<file path="src/rtl/rv_pkg.sv">
// Shared constants and types for the register-file writeback arbiter.
package rv_pkg;

    localparam int unsigned NREG    = 32;
    localparam int unsigned AW      = 5;
    localparam int unsigned DW      = 32;
    // Wide enough for MAX_WAIT up to 7.
    localparam int unsigned WAIT_CW = 3;

    typedef enum logic [1:0] {
        StIdle    = 2'd0,
        StWaiting = 2'd1,
        StStarved = 2'd2
    } wait_state_e;

    // Writes to x0 complete the handshake but never reach the register file.
    function automatic logic is_x0(logic [AW-1:0] rd);
        return rd == '0;
    endfunction

endpackage

</file>
<file path="src/rtl/rf_wb_arbiter_if.sv">
// Bundle of ALU, load-unit, decode and register-file signals around the arbiter.
interface rf_wb_arbiter_if
    import rv_pkg::*;
();

    logic            alu_valid;
    logic [AW-1:0]   alu_rd;
    logic [DW-1:0]   alu_data;
    logic            ld_valid;
    logic [AW-1:0]   ld_rd;
    logic [DW-1:0]   ld_data;
    logic            ld_ready;
    logic            issue_ld;
    logic [AW-1:0]   issue_rd;
    logic [AW-1:0]   rs1;
    logic [AW-1:0]   rs2;
    logic            hazard;
    logic            alu_stall;
    logic            rf_we;
    logic [AW-1:0]   rf_rd;
    logic [DW-1:0]   rf_indata;
    logic [NREG-1:0] busy;

    // Arbiter side.
    modport slave (
        input  alu_valid, alu_rd, alu_data, ld_valid, ld_rd, ld_data,
        input  issue_ld, issue_rd, rs1, rs2,
        output ld_ready, hazard, alu_stall, rf_we, rf_rd, rf_indata, busy
    );

    // Pipeline / environment side.
    modport master (
        output alu_valid, alu_rd, alu_data, ld_valid, ld_rd, ld_data,
        output issue_ld, issue_rd, rs1, rs2,
        input  ld_ready, hazard, alu_stall, rf_we, rf_rd, rf_indata, busy
    );

endinterface

</file>
<file path="src/rtl/rf_wb_arbiter_scoreboard.sv">
// Per-register pending-load scoreboard with read-after-write hazard detection.
module rf_scoreboard
    import rv_pkg::*;
(
    input  logic            clk,
    input  logic            rst,
    input  logic            set_en,
    input  logic [AW-1:0]   set_rd,
    input  logic            clr_en,
    input  logic [AW-1:0]   clr_rd,
    input  logic [AW-1:0]   rs1,
    input  logic [AW-1:0]   rs2,
    output logic [NREG-1:0] busy,
    output logic            hazard
);

    logic [NREG-1:0] busy_q, busy_d;

    // Next busy vector: clear first so a same-cycle issue to that register wins.
    always_comb begin
        busy_d = busy_q;
        if (clr_en) begin
            busy_d[clr_rd] = 1'b0;
        end
        if (set_en && !is_x0(set_rd)) begin
            busy_d[set_rd] = 1'b1;
        end
        busy_d[0] = 1'b0;
    end

    // Busy vector register.
    always_ff @(posedge clk) begin
        if (rst) begin
            busy_q <= '0;
        end else begin
            busy_q <= busy_d;
        end
    end

    // Hazard looks at the registered vector only: no same-cycle bypass.
    always_comb begin
        hazard = (!is_x0(rs1) && busy_q[rs1]) || (!is_x0(rs2) && busy_q[rs2]);
    end

    assign busy = busy_q;

endmodule

</file>
<file path="src/rtl/rf_wb_arbiter.sv">
// Arbitrates the single register-file write port between ALU writeback and the
// load unit, with an anti-starvation wait counter that stalls the ALU.
module rf_wb_arbiter
    import rv_pkg::*;
#(
    parameter int unsigned MAX_WAIT = 3
) (
    input logic            clk,
    input logic            rst,
    rf_wb_arbiter_if.slave bus
);

    localparam logic [WAIT_CW-1:0] WaitMax = WAIT_CW'(MAX_WAIT);

    logic               ld_ready;
    logic               ld_xfer;
    wait_state_e        state_q, state_d;
    logic [WAIT_CW-1:0] cnt_q, cnt_d;
    logic               alu_stall_q;
    logic               we_q, we_d;
    logic [AW-1:0]      rd_q, rd_d;
    logic [DW-1:0]      data_q, data_d;

    // Grant: ALU has priority; the load is accepted only when the ALU is idle.
    always_comb begin
        ld_ready = 1'b0;
        if (!rst && !bus.alu_valid) begin
            ld_ready = bus.ld_valid;
        end
    end

    assign ld_xfer = bus.ld_valid && ld_ready;

    // Wait FSM next state: count consecutive refusals, saturating at MAX_WAIT.
    always_comb begin
        state_d = state_q;
        cnt_d   = cnt_q;
        if (!bus.ld_valid || ld_xfer) begin
            state_d = StIdle;
            cnt_d   = '0;
        end else begin
            if (cnt_q != WaitMax) begin
                cnt_d = cnt_q + 1'b1;
            end
            state_d = (cnt_d == WaitMax) ? StStarved : StWaiting;
        end
    end

    // Write-port next value from whichever requester was granted.
    always_comb begin
        we_d   = 1'b0;
        rd_d   = rd_q;
        data_d = data_q;
        if (bus.alu_valid) begin
            we_d   = !is_x0(bus.alu_rd);
            rd_d   = bus.alu_rd;
            data_d = bus.alu_data;
        end else if (ld_xfer) begin
            we_d   = !is_x0(bus.ld_rd);
            rd_d   = bus.ld_rd;
            data_d = bus.ld_data;
        end
    end

    // Wait FSM, stall flag and write-port registers.
    always_ff @(posedge clk) begin
        if (rst) begin
            state_q     <= StIdle;
            cnt_q       <= '0;
            alu_stall_q <= 1'b0;
            we_q        <= 1'b0;
            rd_q        <= '0;
            data_q      <= '0;
        end else begin
            state_q     <= state_d;
            cnt_q       <= cnt_d;
            alu_stall_q <= (state_d == StStarved);
            we_q        <= we_d;
            rd_q        <= rd_d;
            data_q      <= data_d;
        end
    end

    rf_scoreboard u_scoreboard (
        .clk    (clk),
        .rst    (rst),
        .set_en (bus.issue_ld),
        .set_rd (bus.issue_rd),
        .clr_en (ld_xfer),
        .clr_rd (bus.ld_rd),
        .rs1    (bus.rs1),
        .rs2    (bus.rs2),
        .busy   (bus.busy),
        .hazard (bus.hazard)
    );

    assign bus.ld_ready  = ld_ready;
    assign bus.alu_stall = alu_stall_q;
    assign bus.rf_we     = we_q;
    assign bus.rf_rd     = rd_q;
    assign bus.rf_indata = data_q;

    // The ALU stage must honour the stall; if it does not, it still wins the port.
    stall_honoured: assert property (@(posedge clk) disable iff (rst)
        alu_stall_q |-> !bus.alu_valid);

endmodule
</file>
<file path="src/flat_wrapper.sv">
// flat-port wrapper written by rule: the top's interface ports become plain ports
module rf_wb_arbiter_flat import rv_pkg::*;
#(
    parameter int unsigned MAX_WAIT = 3
)
  (clk, rst, bus_alu_valid, bus_alu_rd, bus_alu_data, bus_ld_valid, bus_ld_rd, bus_ld_data, bus_issue_ld, bus_issue_rd, bus_rs1, bus_rs2, bus_ld_ready, bus_hazard, bus_alu_stall, bus_rf_we, bus_rf_rd, bus_rf_indata, bus_busy);
  rf_wb_arbiter_if bus_i ();
  input logic clk;
  input logic rst;
  input wire logic [$bits(bus_i.alu_valid)-1:0] bus_alu_valid;
  input wire logic [$bits(bus_i.alu_rd)-1:0] bus_alu_rd;
  input wire logic [$bits(bus_i.alu_data)-1:0] bus_alu_data;
  input wire logic [$bits(bus_i.ld_valid)-1:0] bus_ld_valid;
  input wire logic [$bits(bus_i.ld_rd)-1:0] bus_ld_rd;
  input wire logic [$bits(bus_i.ld_data)-1:0] bus_ld_data;
  input wire logic [$bits(bus_i.issue_ld)-1:0] bus_issue_ld;
  input wire logic [$bits(bus_i.issue_rd)-1:0] bus_issue_rd;
  input wire logic [$bits(bus_i.rs1)-1:0] bus_rs1;
  input wire logic [$bits(bus_i.rs2)-1:0] bus_rs2;
  output wire logic [$bits(bus_i.ld_ready)-1:0] bus_ld_ready;
  output wire logic [$bits(bus_i.hazard)-1:0] bus_hazard;
  output wire logic [$bits(bus_i.alu_stall)-1:0] bus_alu_stall;
  output wire logic [$bits(bus_i.rf_we)-1:0] bus_rf_we;
  output wire logic [$bits(bus_i.rf_rd)-1:0] bus_rf_rd;
  output wire logic [$bits(bus_i.rf_indata)-1:0] bus_rf_indata;
  output wire logic [$bits(bus_i.busy)-1:0] bus_busy;
  assign bus_i.alu_valid = bus_alu_valid;
  assign bus_i.alu_rd = bus_alu_rd;
  assign bus_i.alu_data = bus_alu_data;
  assign bus_i.ld_valid = bus_ld_valid;
  assign bus_i.ld_rd = bus_ld_rd;
  assign bus_i.ld_data = bus_ld_data;
  assign bus_i.issue_ld = bus_issue_ld;
  assign bus_i.issue_rd = bus_issue_rd;
  assign bus_i.rs1 = bus_rs1;
  assign bus_i.rs2 = bus_rs2;
  assign bus_ld_ready = bus_i.ld_ready;
  assign bus_hazard = bus_i.hazard;
  assign bus_alu_stall = bus_i.alu_stall;
  assign bus_rf_we = bus_i.rf_we;
  assign bus_rf_rd = bus_i.rf_rd;
  assign bus_rf_indata = bus_i.rf_indata;
  assign bus_busy = bus_i.busy;
  rf_wb_arbiter #(.MAX_WAIT(MAX_WAIT)) u_core (.clk(clk), .rst(rst), .bus(bus_i));
endmodule
</file>
<file path="config.mk">
export PLATFORM = sky130hd
export DESIGN_NAME = rf_wb_arbiter_flat
export DESIGN_NICKNAME = d
export VERILOG_FILES = /design/src/rtl/rv_pkg.sv /design/src/rtl/rf_wb_arbiter_if.sv /design/src/rtl/rf_wb_arbiter_scoreboard.sv /design/src/rtl/rf_wb_arbiter.sv /design/src/flat_wrapper.sv
export SDC_FILE = /design/constraint.sdc
export NUM_CORES = 1
export LEC_CHECK = 0
export ABC_AREA = 1
export BUFFER_PORTS_ARGS = -buffer_cell sky130_fd_sc_hd__buf_2
export CORE_MARGIN = 1.5
export CORE_UTILIZATION = 36
export DETAILED_ROUTE_END_ITERATION = 7
export GPL_TIMING_DRIVEN = 1
export PLACE_DENSITY_LB_ADDON = 0.25
export SYNTH_ARGS = -nofsm -noshare
export SYNTH_HDL_FRONTEND = slang
export SYNTH_SLANG_ARGS = --single-unit
</file>
<file path="constraint.sdc">
create_clock -name clk -period 1.5 [get_ports clk]
set_input_delay 0.075 -clock clk [delete_from_list [all_inputs] [get_ports clk]]
set_output_delay 0.075 -clock clk [all_outputs]
set_load 0.02 [all_outputs]
</file>
Word level (Yosys, flattened, before mapping)
Index checks and enable logic that the tools add are counted.

Bits of input ports: 94. Register bits after elaboration: 74. Output and inout bits: 73.

Eq/ne operators: 3. Bitwise operators: 3. $lt $le $gt $ge: 6. Add/subtract/negate cells: 1. Reduce and logical (&&, ||, !) cells: 24. Mux-type cells: 21.

Operator list (number): 32-bit two-way mux (4); 32-bit AND (1); 32-bit NOT (1); 32-bit OR (1); 5-bit zero test (5); 5-bit by 6-bit less-than comparator with 1-bit output, second input constant (4); 1-bit binary-select mux with 5-bit select (2); 1-bit demux with 5-bit select (2); 5-bit by 1-bit greater-or-equal comparator with 1-bit output, second input constant (2); 5-bit two-way mux (2); 1-bit zero test (8); 1-bit logical AND (7); 1-bit two-way mux (7); 3-bit two-way mux (2); 2-bit two-way mux (2); 3-bit by 1-bit adder with 3-bit output, second input constant (1); 3-bit by 2-bit equality test with 1-bit output, second input constant (1); 3-bit by 2-bit inequality test with 1-bit output, second input constant (1); 2-bit equality test, second input constant (1); 1-bit logical OR (2); 2-bit nonzero test (1); 2-bit OR reduction (1).

Logic depth before layout (Yosys ltp)
Gate-level depths: netlist (run 1).

Depth after elaboration: 10. Depth in mapped cells: 14. Mapped depth without buffers: 13.

Hierarchy
From an unflattened synthesis (run 1), not the netlist that was laid out.

Cell total of the unflattened synthesis: 671. Area total of the unflattened synthesis: 4073.9 µm².

By module, submodules not included: rf_scoreboard (sequential area each 620.6 µm², cells an instance 358, times used 1, area an instance 2068.2 µm²); rf_wb_arbiter (sequential area each 840.8 µm², cells an instance 313, times used 1, area an instance 2005.7 µm²).

Worst setup path before layout (run 1)
Ideal clock, no wire load.

Path type: reg2out. Start: register u_core.u_scoreboard.busy_q[9] (netlist: u_core.u_scoreboard.busy[9]). End: output port bus_hazard. Required time: 1425 ps. Cell stages (with the launch flop): 10. Path slack: 283 ps. Data arrival time: 1142 ps. Path buffers: 0. Cells stage by stage: dfxtp_1 > or2_2 > nand2_1 > nand2_1 > nand2_1 > nand3_1 > nand3_1 > nand2_1 > inv_1 > nand2_1.

Longest elaborated chain between the ends: 4. Elaborated cells between the ends (all ways): 7. Those cells by class: 4 x mux; 3 x reduce/logical.

Ends and longest elaborated chain: start: declaration (line rf_wb_arbiter_scoreboard.sv:17) `logic [NREG-1:0] busy_q, busy_d;`; start signal: assignment (line rf_wb_arbiter_scoreboard.sv:36) `busy_q <= busy_d;`; 1-bit binary-select mux with 5-bit select (line rf_wb_arbiter_scoreboard.sv:42) `hazard = (!is_x0(rs1) && busy_q[rs1]) || (!is_x0(rs2) && busy_q[rs2]);`; 1-bit two-way mux (not written as such) (line rf_wb_arbiter_scoreboard.sv:42); 1-bit logical AND (line rf_wb_arbiter_scoreboard.sv:42); 1-bit logical OR * (line rf_wb_arbiter_scoreboard.sv:42); end: declaration (line flat_wrapper.sv:21) `output wire logic [$bits(bus_i.hazard)-1:0] bus_hazard;`.

Every way passes the cells marked *; elsewhere a longest branch is shown, timed or not. The select of a mux whose other input is x is not followed.

Worst setup path in the final report (run 1)
Same ends and word-level chain as after synthesis.

==> results of run 1 <==
## per-stage QoR
| step | power, mW | area [sq um] | std cells | hold WS, ps |
|---|---|---|---|---|
| after floorplan | 2.63 | 3810 | 599 | 231 |
| after CTS | 4.48 | 5680 | 968 | 3.40 |
| final | 4.53 | 5850 | 977 | 13.7 |
| after detailed placement | 2.99 | 4820 | 887 | 348 |
| after global placement | 2.99 | 4820 | 887 | 343 |
| after global routing | 4.72 | 5850 | 977 | 29.5 |
## where the power goes
part | switching, mW | total, mW | internal (mW)
logic | 0.613 | 1.10 | 0.491
registers | 0.0527 | 2.08 | 2.02
clock network | 0.718 | 1.35 | 0.633
## critical path: cells and delay by family (launching register included)
family	cells	cell delay, ps
buffers and inverters	3	290
and+or+nand+nor	9	550
DFF	1	360
## how the worst max path moves through the flow
stage	depth (start not counted)	endpoint	startpoint
finish	12	bus_hazard	u_core.u_scoreboard.busy[9]
global route	13	bus_hazard	u_core.u_scoreboard.busy[6]
detailed placement	15	bus_hazard	bus_rs2[0]
global placement	15	bus_hazard	bus_rs2[0]
floorplan	9	bus_hazard	u_core.u_scoreboard.busy[9]
CTS	10	bus_hazard	u_core.u_scoreboard.busy[9]
## placed cells by master (no fill, tap or decap), drive strengths merged
| cell type | n |
|---|---|
| conb | 1 |
| o31ai | 1 |
| or2 | 3 |
| nand4 | 2 |
| a21oi | 32 |
| o21ai | 65 |
| inv | 60 |
| o211ai | 1 |
| dfxtp | 73 |
| nand2 | 209 |
| clkinv | 3 |
| nor3 | 3 |
| clkinvlp | 1 |
| clkbuf | 14 |
| buf | 192 |
| nor3b | 1 |
| o21a | 1 |
| nand3 | 54 |
| ha | 1 |
| nor4 | 1 |
| nor2 | 20 |
| dlygate4sd3 | 64 |
| a31oi | 38 |
| a211oi | 1 |
## kinds of logic (layout without fill, tap and decap cells)
| kind of cell | after synthesis | after routing | synth area share, % |
|---|---|---|---|
| buf+inv | 92 | 334 | 9.80 |
| simple gates | 293 | 293 | 31.6 |
| other cells | 1 | 1 | 0.0985 |
| compound gates | 139 | 139 | 19.8 |
| fa+ha+maj | 1 | 1 | 0.329 |
| flops | 73 | 73 | 38.4 |
## area by class of cell
cell class,instances,area (sq um),area share [%]
Sequential cell,73,1510,25.8
Timing Repair Buffer,258,1760,30.1
Multi-Input combinational cell,434,2010,34.4
Inverter,61,236,4.04
Clock inverter,3,17.5,0.299
Clock buffer,12,145,2.48
Tap cell,136,170,2.91
## state kept, by name, indices dropped and copies added, names as in the netlist, named ones only
name                      flops
u_core.bus.rf_indata         32
u_core.bus.rf_we              1
u_core.bus.rf_rd              5
u_core.bus.alu_stall          1
u_core.u_scoreboard.busy     31
u_core.cnt_q                  2
## metal layers
layer / routed length [um] / part of all wire (%) / track usage, %
met3: 945 / 6.6 / 4.33
met4: 448 / 3.1 / 11.5
met1: 6120 / 43 / 32.5
met2: 6800 / 48 / 41.4
met5: 0 / 0 / 0
## repair_timing
action                     in CTS  in global routing
resized for setup              28                 37
setup endpoints to repair       1                 33
hold endpoints to repair       32                  0
cloned                          0                  2
setup buffers                   2                  7
pin swaps                      10                 10
hold buffers                   64                  0
## synth_stat cells (all sizes together)
cell type / instances
a211oi: 1
o31ai: 1
nor2: 20
nand3: 54
nor4: 1
or2: 3
a21oi: 32
nand4: 2
buf: 16
o21a: 1
nand2: 209
nor3b: 1
nor3: 3
o211ai: 1
ha: 1
inv: 61
a31oi: 38
clkbuf: 15
conb: 1
dfxtp: 73
o21ai: 65
==> out/qor.yml, run 1 <==
outcome:
  status: "finished with violations"
  violations: "negative setup slack"
grt:
  antenna_found_initial: 0
  grt_pass1_vias: 4730
  grt_use_total_pct: 25.3
  grt_pass1_wl_um: 22600
  grt_max_degree: 40
  grt_overflow: 0
drt:
  drt_iter0_drc: 353
  wire_per_inst_um: 14.6
  antenna_left: 0
  vias: 5002
  postRouteWirelength_um: 14300
  dr.pass1.iters: 5
  viasPerCell: 5.12
  drc: 0
yosys:
  synth_area_sq_um: 3810
  synth_warnings: 0
  synth.distinct_cells: 28
  synthTopCellsByArea: "dfxtp_1 (38%), nand2_1 (21%), nand3_1 (7.0%)"
  netlist_instances: 599
  avgSynthCellArea_sq_um: 6.35
  syn_nets: 694
  seq_area_frac_synth_pct: 38.4
  synth-seq-cells: 73
  yosysTopAreaCell: "dfxtp_1"
  yosysTopAreaCellShare_pct: 38.4
finish:
  fin_util_pct: 57.0
  drive_above_1_share_pct: 31.3
  num-fill-cells: 1003
  syn_to_final_growth_pct: 53.8
  nets: 932
  antenna_cells: 0
cts:
  cts_max_level: 3
  insertion_delay_ps: 340
  clkTransAtPathRegs_ps: 70
  cts_root_buffer: "clkbuf_8"
  cts_max_path_buffers: 2
  clkSinkCount: 73
  cts_tree: "built"
  cts_buffers: 9
place:
  dp.final_hpwl_um: 9720
  place_ws_ps: 123
  portBuffers: 165
  routabilityCongestion: 0.904
critical_path:
  rr_startpoint: "u_core.bus.rf_indata[18]"
  worstSetupPathType: "reg -> out"
  end_kind: "primary output"
  slowest_delay_ps: 360
  crit_chain: "buf_6 -> nand2_1 -> nand2_1 -> nand2_1 -> nand3_1 -> nand3_2 -> nand2_1 -> nand2_1 -> nand2_1 -> inv_1 -> nand2_1 -> buf_6"
  crit_required_ps: 1420
  rr_endpoint: "u_core.bus.rf_indata[18]"
  cp.arrival_ps: 1520
  reg2reg_depth: 3
  cpMostUsedCell: "nand2_1"
  worstSetupStartpointType: "flop"
  regToRegSetupSlack_ps: 240
  crit_slowest_cell: "dfxtp_4"
  cp_max_fo: 3
die:
  die_w_um: 106
  start_util_pct: 37.0
  num_io_pins: 167
  rows: 37
  core_sq_um: 10300
  die_area_sq_um: 11200
  die_y_um: 106
timing:
  setup_viol: 1
  finalCriticalPeriod_ps: 1600
  setup_tns_ps: -97.6
  hold_viol_final: 0
  rsz0062_at_grt: "true"
  period_share_pct: 107
  layout_setup_ws_ps: -97.6
  fin_skew_ps: 0.257
  fmax_mhz: 626
  drv_slew: 0
worst_hold_path:
  min_from: "bus_alu_rd[1]"
  min_to: "u_core.bus.rf_rd[1]"
  hold_depth: 3
  min_path_type: "in -> reg"
pwr:
  power_density_nw_per_um2: 774
  power.leakage_nw: 2.94
  ir_drop_uv: 474
flow_run:
  cap_violations: 0
(Power assumes the default switching activity.)
==> inputs of run 2 (changes only) <==
Settings changed: CORE_MARGIN 1.5 to 4, MAX_ROUTING_LAYER set to met4.
==> out/qor.yml, run 2 (synthesis results as in run 1) <==
critical_path:
  end_kind: "primary output"
  cp.arrival_ps: 1510
  regToRegSetupSlack_ps: 280
  worstSetupStartpointType: "flop"
  crit_start: "u_core.u_scoreboard.busy[9]"
  cp_max_fo: 3
  worstSetupPathType: "reg -> out"
  rr_startpoint: "u_core.bus.rf_indata[23]"
  crit_required_ps: 1420
drt:
  vias: 4875
  drt_iter0_drc: 379
  wire_per_inst_um: 15.0
  dr.pass1.iters: 5
  drc: 0
  postRouteWirelength_um: 14500
  antenna_left: 0
  viasPerCell: 5.02
grt:
  grt_overflow: 0
  antenna_found_initial: 0
  grt_pass1_wl_um: 23200
  grt_pass1_vias: 4776
  grt_use_total_pct: 23.4
  grt_max_degree: 39
finish:
  drive_above_1_share_pct: 30.4
  largest_reg_flops: 32
  fin_util_pct: 56.0
  syn_to_final_growth_pct: 51.8
  regArea_sq_um: 1490
  mostFrequentLayoutCell: "nand2_1"
  fin_cells: 971
  nets: 925
  final_cell_mix: "nand2_1 (204), buf_2 (164), dlygate4sd3_1 (56)"
  multi_input_area_sq_um: 2010
  antenna_cells: 0
  num-fill-cells: 1019
timing:
  hold_viol_final: 0
  layout_setup_ws_ps: -85.7
  fin_skew_ps: 0.389
  period_share_pct: 106
  fmax_mhz: 631
  setup_viol: 1
  rsz0062_at_grt: "true"
  drv_slew: 0
  finalCriticalPeriod_ps: 1590
place:
  routabilityCongestion: 0.890
  placedCellCount: 888
  portBuffers: 165
  dp.final_hpwl_um: 10100
pwr:
  combPwrFrac_pct: 22.1
  p_int_mw: 3.40
  ir_drop_uv: 435
  power.leakage_nw: 2.90
  switching_share_pct: 29.2
  p_sw_mw: 1.41
  p_clk_share_pct: 34.6
  seqPwrFrac_pct: 43.3
  power_density_nw_per_um2: 833
cts:
  clkTransAtPathRegs_ps: 80
  cts_tree: "built"
  cts_max_path_buffers: 2
  cts_root_buffer: "clkbuf_8"
  insertion_delay_ps: 340
  cts_buffers: 9
  clkSinkCount: 73
  cts_max_level: 3
worst_hold_path:
  min_from: "bus_alu_data[4]"
  min_path_type: "in -> reg"
outcome:
  status: "finished with violations"
  violations: "negative setup slack"
die:
  die_area_sq_um: 12300
  die_y_um: 111
  rows: 37
  num_io_pins: 167
  start_util_pct: 36.9
  core_sq_um: 10300
  die_w_um: 111
flow_run:
  cap_violations: 0
[run 2: final cells by class]
| type | instances | share of cell area [%] |
|---|---|---|
| multi-input combinational | 434 | 34.7 |
| timing repair buffer | 251 | 28.6 |
| sequential | 73 | 25.9 |
| inverter | 61 | 4.09 |
| tap | 136 | 2.94 |
| clock buffer | 13 | 2.92 |
| clock inverter | 3 | 0.801 |
[run 2: final timing paths]
| check | cells past startpoint | endpoint |
|---|---|---|
| setup reg to reg | 3 | u_core.bus.rf_indata[23] |
| setup / recovery | 10 | bus_hazard |
| hold reg to reg | 2 | u_core.bus.alu_stall |
| hold / removal | 3 | u_core.bus.rf_indata[4] |
[run 2: critical path, cell delays in order, from the launching register on]
cell and delay [ps]:
dfxtp_4 370, or2_4 230, nand2_2 60, nand2_2 50, nand2_2 60, nand3_2 70, nand3_2 70, nand2_1 50
inv_1 40, nand2_1 50, buf_6 130
[run 2: routing by layer]
metal	vias up	GRT usage, %	part of all wire (%)
met5	-	-	0
met4	0	7.64	1.9
met3	26	4.15	6.2
met2	194	39.6	49
met1	2237	28.3	43
li1	2418	-	-
[run 2: power groups by stage]
stage | clock network (mW) | logic, mW | registers (mW)
final | 1.67 | 1.06 | 2.08
after floorplan | 0 | 0.398 | 2.23
after global placement | 0 | 0.866 | 2.12
after CTS | 1.69 | 1.02 | 2.08
after global routing | 1.79 | 1.17 | 2.09
after detailed placement | 0 | 0.874 | 2.12
[run 2: timing repair]
item                                    4_1_cts  5_1_grt
gates resized for setup                      15       33
cloned                                        0        1
endpoints found under the setup margin        1       21
hold buffers                                 56        0
pin swaps                                     7       15
endpoints found under the hold margin        29        0
buffers inserted                              2        8
[run 2: per-stage QoR]
| step | setup TNS (ps) | area, sq um | hold WS, ps | setup WS [ps] | total power [mW] |
|---|---|---|---|---|---|
| finish | -85.7 | 5780 | 18.6 | -85.7 | 4.81 |
| global route | -213 | 5780 | 7.88 | -210 | 5.05 |
| CTS | -102 | 5630 | 1.97 | -102 | 4.79 |
| detailed placement | 0 | 4820 | 341 | 122 | 3.00 |
| global placement | 0 | 4820 | 343 | 131 | 2.99 |
| floorplan | 0 | 3810 | 231 | 283 | 2.63 |
==> inputs of run 3 (changes only) <==
Settings changed: ABC_AREA 1 to unset.
==> out/qor.yml, run 3 <==
finish:
  regArea_sq_um: 1500
  num-fill-cells: 914
  fin_util_pct: 55.4
  nets: 743
  stdcell_area_sq_um: 5490
  largest_reg_flops: 32
  syn_to_final_growth_pct: 47.3
  antenna_cells: 0
  drive_above_1_share_pct: 40.1
  final_cell_mix: "buf_2 (164), nor2_1 (87), a21oi_1 (69)"
  multi_input_area_sq_um: 2100
  mostFrequentLayoutCell: "buf_2"
drt:
  wire_per_inst_um: 16.3
  drc: 0
  viasPerCell: 5.14
  vias: 4043
  postRouteWirelength_um: 12800
  drt_iter0_drc: 303
  dr.pass1.iters: 5
  antenna_left: 0
pwr:
  p_int_mw: 3.66
  combPwrFrac_pct: 17.9
  p_sw_mw: 1.26
  power.leakage_nw: 2.57
  seqPwrFrac_pct: 42.0
  switching_share_pct: 25.6
  ir_drop_uv: 534
  power_density_nw_per_um2: 895
  p_clk_share_pct: 40.1
timing:
  drv_slew: 0
  rsz0062_at_grt: "true"
  period_share_pct: 133
  finalCriticalPeriod_ps: 1990
  fin_skew_ps: 2.19
  fin_hold_ws_ps: 13.6
  setup_viol: 1
  fmax_mhz: 503
  hold_viol_final: 0
  layout_setup_ws_ps: -489
  setup_tns_ps: -489
die:
  die_w_um: 110
  core_sq_um: 9910
  die_y_um: 110
  start_util_pct: 37.6
  num_io_pins: 167
  rows: 36
  die_area_sq_um: 12000
grt:
  grt_pass1_vias: 4041
  grt_use_total_pct: 21.8
  grt_max_degree: 77
  grt_overflow: 0
  antenna_found_initial: 0
  grt_pass1_wl_um: 20000
critical_path:
  worstSetupStartpointType: "flop"
  cp.arrival_ps: 1910
  end_kind: "primary output"
  worstSetupPathType: "reg -> out"
  crit_required_ps: 1420
  cp_max_fo: 4
cts:
  cts_root_buffer: "clkbuf_8"
  clkTransAtPathRegs_ps: 80
  clkSinkCount: 73
  cts_setup_buffers: 0
  insertion_delay_ps: 330
  cts_buffers: 9
  cts_max_level: 3
  cts_max_path_buffers: 2
  cts_tree: "built"
worst_hold_path:
  min_path_type: "in -> reg"
flow_run:
  cap_violations: 0
place:
  routabilityCongestion: 0.929
  placed_area_sq_um: 4870
  dp.final_hpwl_um: 9130
  portBuffers: 165
  place_ws_ps: -158
yosys:
  synthTopCellsByArea: "dfxtp_1 (39%), mux2i_1 (11%), a21oi_1 (9.3%)"
  netlist_instances: 437
  yosysTopAreaCellShare_pct: 39.2
  synthTopCellsByCount: "nor2_1 (87), dfxtp_1 (73), a21oi_1 (69), mux2i_1 (42), nand2_1 (39)"
  synth_flop_cell: "dfxtp_1"
  avgSynthCellArea_sq_um: 8.53
  synth_edf_count: 0
  seq_area_frac_synth_pct: 39.2
  synth-seq-cells: 73
  synth_warnings: 0
  syn_nets: 532
  synth_area_sq_um: 3730
  synth.distinct_cells: 40
  yosysTopAreaCell: "dfxtp_1"
  post-synth-top-count-cell: "nor2_1"
  async_flop_share_pct: 0
outcome:
  status: "finished with violations"
  violations: "negative setup slack"
run 3: cell types whose count changed in the layout (fill, tap and decap cells not counted), sizes merged, moves of 7 or more:
| cell | previous run | this run |
|---|---|---|
| nand2 | 209 | 39 |
| nor2 | 20 | 87 |
| inv | 62 | 0 |
| nand3 | 54 | 3 |
| mux2i | 0 | 42 |
| a31oi | 38 | 0 |
| a21oi | 32 | 69 |
| o21ai | 65 | 33 |
| dlygate4sd3 | 56 | 36 |
| mux4 | 0 | 14 |
| nand3b | 0 | 7 |
run 3: logic make-up (layout without fill, tap and decap cells):
group	count (synthesis)	in the layout	synth area share, %
flops	73	73	39.2
fa+ha+maj	1	1	0.336
mux	57	57	20.4
simple gates	161	161	19.3
other cells	1	1	0.101
compound gates	110	110	15.9
buf+inv	33	249	4.46
xor+xnor	1	1	0.235
run 3: routing by layer:
layer  vias up  GRT usage, %  wire (um)
met5         -             -          0
met4         0          5.79        161
met3        15          4.40       1050
met2       213          35.5       6000
met1      1859          27.8       5600
li1       1956             -          -
run 3: final cells by class:
class,instances,share of cell area (%)
multi-input cells,331,38.2
clock inverters,4,1.78
flip-flops and latches,73,27.3
clock buffers,12,3.01
repair buffers,233,26.7
well taps,133,3.03
run 3: metrics by stage:
step                      cells  power [mW]
after floorplan             437        2.57
after global placement      734        2.88
after detailed placement    734        2.90
after CTS                   786        4.95
after global routing        786        5.13
final                       786        4.92
run 3: worst max-delay path, cell delays in order (launching register included):
cell and delay [ps]:
dfxtp_2 340, mux4_2 490, a22oi_2 160, o2111ai_1 130, a2111o_1 300, buf_4 160
run 3: final timing paths:
kind	from	cells after the start	end	slack [ps]
worst max register to register	flop	4	flop	350
worst min register to register	u_core.cnt_q[2]	1	u_core.bus.alu_stall	450
worst max-delay path	u_core.u_scoreboard.busy[7]	5	bus_hazard	-490
worst min-delay path	bus_alu_rd[4]	3	u_core.bus.rf_rd[4]	10
run 3: power by group through the flow:
stage	Clock (mW)	Combinational [mW]	Sequential, mW
global placement	0	0.777	2.10
global route	2.10	0.954	2.07
finish	1.97	0.879	2.06
CTS	2.02	0.866	2.06
detailed placement	0	0.792	2.10
floorplan	0	0.370	2.20
run 3: repair_timing:
item	CTS	global route
pin swaps	1	0
endpoints found under the hold margin	36	0
gates resized for setup	0	2
setup endpoints to repair	1	1
hold buffers	36	0
